==> src/rtl/conv_pkg.sv <==
// Shared definitions for the convolution read-side sequencer.
//   - Bank enable encodings driven towards memory_module.
//   - Matrix dimensions: 4x4 input, 3x3 filter, 2x2 valid output.
//   - Sequencer state encoding.
package conv_pkg;

    localparam logic [1:0] EN_IDLE  = 2'b00;
    localparam logic [1:0] EN_READ  = 2'b10;
    localparam logic [1:0] EN_WRITE = 2'b11;

    localparam int unsigned IN_DIM  = 4;
    localparam int unsigned FIL_DIM = 3;
    localparam int unsigned OUT_DIM = 2;

    typedef enum logic [1:0] {
        IDLE,
        RUN,
        WRITE,
        DONE
    } state_e;

endpackage

==> src/rtl/conv_window_reader_if.sv <==
// Bus between conv_window_reader, memory_module and the top-level controller.
//   start                    controller -> reader, run request
//   addr_A0..2 / addr_F0..2  reader -> memory, read addresses (row-major)
//   en_INP / en_FIL          reader -> memory, bank enables
//   out_A0..2 / out_F0..2    memory -> reader, read data (one cycle after address)
//   data_w / addr_S0 / en_S  reader -> memory, serial-mode result write
//   busy / done              reader -> controller, status
//   result_full              reader -> observer, unsaturated last result
// Modport master is the reader side, slave the memory/controller side.
interface conv_window_reader_if #(
    parameter int unsigned ACC_W = 20
);

    logic             start;
    logic [3:0]       addr_A0, addr_A1, addr_A2;
    logic [3:0]       addr_F0, addr_F1, addr_F2;
    logic [1:0]       en_INP, en_FIL;
    logic [7:0]       out_A0, out_A1, out_A2;
    logic [7:0]       out_F0, out_F1, out_F2;
    logic [7:0]       data_w;
    logic [1:0]       addr_S0;
    logic [1:0]       en_S;
    logic             busy;
    logic             done;
    logic [ACC_W-1:0] result_full;

    modport master (
        input  start,
        input  out_A0, out_A1, out_A2, out_F0, out_F1, out_F2,
        output addr_A0, addr_A1, addr_A2, addr_F0, addr_F1, addr_F2,
        output en_INP, en_FIL, data_w, addr_S0, en_S, busy, done, result_full
    );

    modport slave (
        output start,
        output out_A0, out_A1, out_A2, out_F0, out_F1, out_F2,
        input  addr_A0, addr_A1, addr_A2, addr_F0, addr_F1, addr_F2,
        input  en_INP, en_FIL, data_w, addr_S0, en_S, busy, done, result_full
    );

endinterface

==> src/rtl/conv_mac3.sv <==
// One filter row of the convolution: three unsigned 8x8 products summed.
//   a0..a2  in  8   input-matrix samples
//   f0..f2  in  8   filter coefficients
//   sum     out 18  a0*f0 + a1*f1 + a2*f2
// Purely combinational.
module conv_mac3 (
    input  logic [7:0]  a0,
    input  logic [7:0]  a1,
    input  logic [7:0]  a2,
    input  logic [7:0]  f0,
    input  logic [7:0]  f1,
    input  logic [7:0]  f2,
    output logic [17:0] sum
);

    logic [15:0] p0, p1, p2;

    assign p0  = 16'(a0) * 16'(f0);
    assign p1  = 16'(a1) * 16'(f1);
    assign p2  = 16'(a2) * 16'(f2);
    assign sum = 18'(p0) + 18'(p1) + 18'(p2);

endmodule

==> src/rtl/conv_window_reader.sv <==
// Read-side sequencer: runs a 3x3 valid convolution over the 4x4 input held in
// memory_module and writes the 2x2 saturated results to the serial output memory.
//   clk, rst  rising-edge clock, synchronous active-high reset
//   bus       conv_window_reader_if master: start/busy/done, read ports,
//             result write port and result_full
// Each output takes 5 cycles: RUN ph0..ph3 (rows issued in ph0..ph2, data
// accumulated one cycle later in ph1..ph3) followed by one WRITE cycle.
module conv_window_reader
    import conv_pkg::*;
#(
    parameter int unsigned OUT_SHIFT = 0,
    parameter int unsigned ACC_W     = 20
) (
    input  logic                 clk,
    input  logic                 rst,
    conv_window_reader_if.master bus
);

    state_e           state_q, state_d;
    logic [1:0]       ph_q, ph_d;
    logic [1:0]       idx_q, idx_d;
    logic [ACC_W-1:0] acc_q, acc_d;
    logic [ACC_W-1:0] last_q, last_d;
    logic             armed_q, armed_d;

    logic [17:0]      row_sum;
    logic [1:0]       arow;
    logic [3:0]       a_base, f_base;
    logic [ACC_W-1:0] acc_shr;

    conv_mac3 u_mac (
        .a0  (bus.out_A0),
        .a1  (bus.out_A1),
        .a2  (bus.out_A2),
        .f0  (bus.out_F0),
        .f1  (bus.out_F1),
        .f2  (bus.out_F2),
        .sum (row_sum)
    );

    // Window origin is (idx[1], idx[0]); ph doubles as the filter row while issuing.
    always_comb begin
        arow   = {1'b0, idx_q[1]} + ph_q;
        a_base = 4'(arow * IN_DIM) + 4'(idx_q[0]);
        f_base = 4'(ph_q * FIL_DIM);
    end

    assign acc_shr = acc_q >> OUT_SHIFT;

    always_comb begin
        state_d = state_q;
        ph_d    = ph_q;
        idx_d   = idx_q;
        acc_d   = acc_q;
        last_d  = last_q;
        // A held start launches only one run: it must drop before another is taken.
        armed_d = armed_q | ~bus.start;
        unique case (state_q)
            IDLE: begin
                if (bus.start && armed_q) begin
                    state_d = RUN;
                    ph_d    = 2'd0;
                    idx_d   = 2'd0;
                    armed_d = 1'b0;
                end
            end
            RUN: begin
                ph_d = ph_q + 2'd1;
                if (ph_q == 2'd1) begin
                    acc_d = ACC_W'(row_sum);
                end else if (ph_q != 2'd0) begin
                    acc_d = acc_q + ACC_W'(row_sum);
                end
                if (ph_q == 2'(FIL_DIM)) begin
                    state_d = WRITE;
                end
            end
            WRITE: begin
                last_d = acc_q;
                ph_d   = 2'd0;
                if (idx_q == 2'(OUT_DIM * OUT_DIM - 1)) begin
                    state_d = DONE;
                end else begin
                    idx_d   = idx_q + 2'd1;
                    state_d = RUN;
                end
            end
            DONE: begin
                state_d = IDLE;
            end
        endcase
    end

    always_comb begin
        bus.addr_A0     = '0;
        bus.addr_A1     = '0;
        bus.addr_A2     = '0;
        bus.addr_F0     = '0;
        bus.addr_F1     = '0;
        bus.addr_F2     = '0;
        bus.en_INP      = EN_IDLE;
        bus.en_FIL      = EN_IDLE;
        bus.data_w      = '0;
        bus.addr_S0     = '0;
        bus.en_S        = EN_IDLE;
        bus.busy        = 1'b0;
        bus.done        = 1'b0;
        bus.result_full = last_q;
        unique case (state_q)
            IDLE: begin
            end
            RUN: begin
                bus.busy = 1'b1;
                if (ph_q != 2'(FIL_DIM)) begin
                    bus.en_INP  = EN_READ;
                    bus.en_FIL  = EN_READ;
                    bus.addr_A0 = a_base;
                    bus.addr_A1 = a_base + 4'd1;
                    bus.addr_A2 = a_base + 4'd2;
                    bus.addr_F0 = f_base;
                    bus.addr_F1 = f_base + 4'd1;
                    bus.addr_F2 = f_base + 4'd2;
                end
            end
            WRITE: begin
                bus.busy        = 1'b1;
                bus.en_S        = EN_WRITE;
                bus.addr_S0     = idx_q;
                bus.data_w      = (acc_shr > ACC_W'(255)) ? 8'hff : acc_shr[7:0];
                bus.result_full = acc_q;
            end
            DONE: begin
                bus.done = 1'b1;
            end
        endcase
    end

    always_ff @(posedge clk) begin
        if (rst) begin
            state_q <= IDLE;
            ph_q    <= 2'd0;
            idx_q   <= 2'd0;
            acc_q   <= '0;
            last_q  <= '0;
            armed_q <= 1'b1;
        end else begin
            state_q <= state_d;
            ph_q    <= ph_d;
            idx_q   <= idx_d;
            acc_q   <= acc_d;
            last_q  <= last_d;
            armed_q <= armed_d;
        end
    end

endmodule

==> src/flat_wrapper.sv <==
// flat-port wrapper written by rule: the top's interface ports become plain ports
module conv_window_reader_flat import conv_pkg::*;
#(
    parameter int unsigned OUT_SHIFT = 0,
    parameter int unsigned ACC_W     = 20
)
  (clk, rst, bus_start, bus_out_A0, bus_out_A1, bus_out_A2, bus_out_F0, bus_out_F1, bus_out_F2, bus_addr_A0, bus_addr_A1, bus_addr_A2, bus_addr_F0, bus_addr_F1, bus_addr_F2, bus_en_INP, bus_en_FIL, bus_data_w, bus_addr_S0, bus_en_S, bus_busy, bus_done, bus_result_full);
  conv_window_reader_if #(.ACC_W(ACC_W)) bus_i ();
  input  logic clk;
  input  logic rst;
  input wire logic [$bits(bus_i.start)-1:0] bus_start;
  input wire logic [$bits(bus_i.out_A0)-1:0] bus_out_A0;
  input wire logic [$bits(bus_i.out_A1)-1:0] bus_out_A1;
  input wire logic [$bits(bus_i.out_A2)-1:0] bus_out_A2;
  input wire logic [$bits(bus_i.out_F0)-1:0] bus_out_F0;
  input wire logic [$bits(bus_i.out_F1)-1:0] bus_out_F1;
  input wire logic [$bits(bus_i.out_F2)-1:0] bus_out_F2;
  output wire logic [$bits(bus_i.addr_A0)-1:0] bus_addr_A0;
  output wire logic [$bits(bus_i.addr_A1)-1:0] bus_addr_A1;
  output wire logic [$bits(bus_i.addr_A2)-1:0] bus_addr_A2;
  output wire logic [$bits(bus_i.addr_F0)-1:0] bus_addr_F0;
  output wire logic [$bits(bus_i.addr_F1)-1:0] bus_addr_F1;
  output wire logic [$bits(bus_i.addr_F2)-1:0] bus_addr_F2;
  output wire logic [$bits(bus_i.en_INP)-1:0] bus_en_INP;
  output wire logic [$bits(bus_i.en_FIL)-1:0] bus_en_FIL;
  output wire logic [$bits(bus_i.data_w)-1:0] bus_data_w;
  output wire logic [$bits(bus_i.addr_S0)-1:0] bus_addr_S0;
  output wire logic [$bits(bus_i.en_S)-1:0] bus_en_S;
  output wire logic [$bits(bus_i.busy)-1:0] bus_busy;
  output wire logic [$bits(bus_i.done)-1:0] bus_done;
  output wire logic [$bits(bus_i.result_full)-1:0] bus_result_full;
  assign bus_i.start = bus_start;
  assign bus_i.out_A0 = bus_out_A0;
  assign bus_i.out_A1 = bus_out_A1;
  assign bus_i.out_A2 = bus_out_A2;
  assign bus_i.out_F0 = bus_out_F0;
  assign bus_i.out_F1 = bus_out_F1;
  assign bus_i.out_F2 = bus_out_F2;
  assign bus_addr_A0 = bus_i.addr_A0;
  assign bus_addr_A1 = bus_i.addr_A1;
  assign bus_addr_A2 = bus_i.addr_A2;
  assign bus_addr_F0 = bus_i.addr_F0;
  assign bus_addr_F1 = bus_i.addr_F1;
  assign bus_addr_F2 = bus_i.addr_F2;
  assign bus_en_INP = bus_i.en_INP;
  assign bus_en_FIL = bus_i.en_FIL;
  assign bus_data_w = bus_i.data_w;
  assign bus_addr_S0 = bus_i.addr_S0;
  assign bus_en_S = bus_i.en_S;
  assign bus_busy = bus_i.busy;
  assign bus_done = bus_i.done;
  assign bus_result_full = bus_i.result_full;
  conv_window_reader #(.OUT_SHIFT(OUT_SHIFT), .ACC_W(ACC_W)) u_core (.clk(clk), .rst(rst), .bus(bus_i));
endmodule
==> config.mk <==
export PLATFORM = sky130hd
export DESIGN_NAME = conv_window_reader_flat
export DESIGN_NICKNAME = d
export VERILOG_FILES = /design/src/rtl/conv_pkg.sv /design/src/rtl/conv_window_reader_if.sv /design/src/rtl/conv_mac3.sv /design/src/rtl/conv_window_reader.sv /design/src/flat_wrapper.sv
export SDC_FILE = /design/constraint.sdc
export NUM_CORES = 1
export LEC_CHECK = 0
export ABC_AREA = 1
export ABC_CLOCK_PERIOD_IN_PS = 16200
export BUFFER_PORTS_ARGS = -buffer_cell sky130_fd_sc_hd__clkbuf_2
export CAP_MARGIN = 15
export CORE_UTILIZATION = 55
export DETAILED_ROUTE_END_ITERATION = 10
export GPL_TIMING_DRIVEN = 0
export MAX_ROUTING_LAYER = met4
export PLACE_DENSITY = 0.76
export SLEW_MARGIN = 20
export SYNTH_ARGS = -nofsm -noshare
export SYNTH_HDL_FRONTEND = slang
export SYNTH_SLANG_ARGS = --single-unit
==> constraint.sdc <==
create_clock -name clk -period 16.2 [get_ports clk]
set_input_delay 0.81 -clock clk [delete_from_list [all_inputs] [get_ports clk]]
set_output_delay 0.81 -clock clk [all_outputs]
set_load 0.01 [all_outputs]
==> flow_summary.ini <==
[outcome]
status = finished, final reports clean

[setup_path]
end_kind = flop
crit_top_cell = fa_1
worstPathRequired_ns = 16.37
crit_path_start_kind = primary input
r2r_setup_slack_ns = 14.12
worstPathMaxFanout = 8
slowest_stage = fa_1
path_class = in2reg
cp_data_arrival_time_ns = 7.86
cp_slowest_stage_delay_ns = 0.55
rr_endpoint = u_core.acc_q[16]
r2r_cells = 12
r2r_start = u_core.acc_q[0]

[sta]
slew_viol_final = 0
final-setup-viol-count = 0
relSlewSlack_pct = 55.9
rsz0062_at_grt = false
fmax_ghz = 0.130
period_minus_slack_ns = 7.69
fin_hold_ws_ns = 0.459
worst_pin_slew_ns = 0.661
finalHoldViolations = 0
skew_ns = 0.00647
finalCritPeriodShare_pct = 47.5
fin_tns_setup_ns = 0

[floorplanning]
initial_core_util_pct = 56.0
io_pins = 113
coreArea_sq_um = 19500
die_area_sq_um = 20400
die_height_um = 143
num_rows = 51
die_x_um = 143

[clock_tree]
cts_tree = yes
cts_sinks = 47
htreeDepth = 2
cts_setup_buffers = 0
cts_resized = 0
cts.path.max_buffers = 2
clk_latency_ns = 0.29
cts_hold_buffers = 0
cts_root_buffer = clkbuf_16
clk_pin_slew_ns = 0.07
cts_inserted_buffers = 5

[cells_and_area]
final-seq-area_sq_um = 941
stdcell_area_sq_um = 11700
final.fill_count = 1877
fin_util_pct = 60.3
fin_nets = 1985
multi_input_area_sq_um = 7850
layout_common_cells = inv_1, nand2_1, fa_1, ha_1, nor2_1
final_common_cell = inv_1
drive_above_1_share_pct = 6.53
n_antenna_cell = 0
area_growth_syn_to_layout_pct = 7.65

[route]
vias = 9228
drtIter0Drc = 525
antenna_left = 0
drt_wl_total_um = 24000
wl_per_cell_um = 12.6
drc = 0
drt-pass1-iter-count = 5
routed_via_density = 4.85

[job]
max-cap-violations = 0

[yosys]
ys_seq_elements = 47
synth_seq_area_share_pct = 8.63
synthMuxAreaShare_pct = 0
synthAdderAreaFrac_pct = 45.1
ys_top_cells_by_area = fa_1, inv_1, nand2_1, ha_1, dfxtp_1
synth-compound-area-share_pct = 4.33
yosys.area.top_type = fa_1
synth_top_family_by_area = adder cells
synth_xor_area_share_pct = 0.964
synthCells = 1568
synth-simple-area-share_pct = 21.5
synth_area_sq_um = 10900
avgSynthCellArea_sq_um = 6.95
netlist.area_leader.share_pct = 29.8
yosysWarningCount = 0
yosysUniqueCellTypes = 36

[place]
gp_congestion = 0.951
postPlaceCellArea_sq_um = 11500
io_buffers = 61
dp_hpwl_um = 21000

[global_route]
grt_pass1_vias = 8900
grtUsageTotal_pct = 26.4
grt.overflow.total = 0
grt_start_max_net_pins = 15
grt_first_pass_wirelength_um = 41300
grt_antenna_before_repair = 0

[hold_path]
hp-class = reg2reg
min_from = u_core.armed_q
hold_depth = 2
whs_endpoint = u_core.armed_q
logic make-up (layout without fill, tap and decap cells):
family,Yosys count,after routing
simple gates,588,588
xor+xnor,12,12
other cells,1,3
fa+ha+maj,296,296
flops,47,47
compound gates,86,86
buf+inv,538,607
worst max-delay path: cells and delay by family:
kind | cells | cell delay [ns]
fa+ha+maj | 9 | 4.33
simple gates | 11 | 1.48
buf+inv | 6 | 0.63
compound gates | 3 | 0.61
routing by layer:
metal  global-route usage (%)  wire length, um
met5                        -                0
met2                     43.3            11200
met4                     2.60              174
met1                     36.7            11400
met3                     2.52             1360
state kept, by name (all words and copies together) (netlist names):
register / cells
u_core.last_q: 20
u_core.idx_q: 2
u_core.state_q: 2
u_core.armed_q: 1
u_core.ph_q: 2
u_core.acc_q: 20
cell type report:
type | instances | share of cell area (%)
clock buffer | 6 | 1.10
inverter | 457 | 14.6
multi-input combinational | 985 | 66.9
tap | 265 | 2.83
clock inverter | 2 | 0.512
sequential | 47 | 8.02
timing repair buffer | 61 | 2.60
buffer | 81 | 3.40
per-stage QoR:
step	setup slack, ns	std cells
5_1_grt	8.02	1904
3_3_place_gp	8.31	1896
6_report	8.51	1904
3_5_place_dp	8.24	1896
2_1_floorplan	9.10	1570
4_1_cts	8.54	1904
synthesized netlist by cell type, drive strengths merged:
cell and count:
clkbuf 51, nand2 451, o211ai 1, ha 134, fa 162, inv 457
buf 30, nor4 3, xor2 9, o21bai 4, and2 3, nand3b 3
o221a 1, o21ai 11, nand3 50, xnor2 3, a31oi 6, a21oi 59
a211oi 2, a41oi 1, dfxtp 47, nor3 4, conb 1, or2 2
o21a 1, nand4 5, nor2 67
worst max path at each step:
stage	startpoint	to
finish	bus_out_F0[5]	u_core.acc_q[13]
global route	bus_out_F0[5]	u_core.acc_q[13]
CTS	bus_out_F0[5]	u_core.acc_q[13]
detailed placement	bus_out_F0[5]	u_core.acc_q[13]
global placement	bus_out_F0[5]	u_core.acc_q[13]
floorplan	bus_out_F1[2]	u_core.acc_q[13]
Power is not shown: default switching activity piles up to over one toggle a cycle in this logic, so the estimate is an artifact.
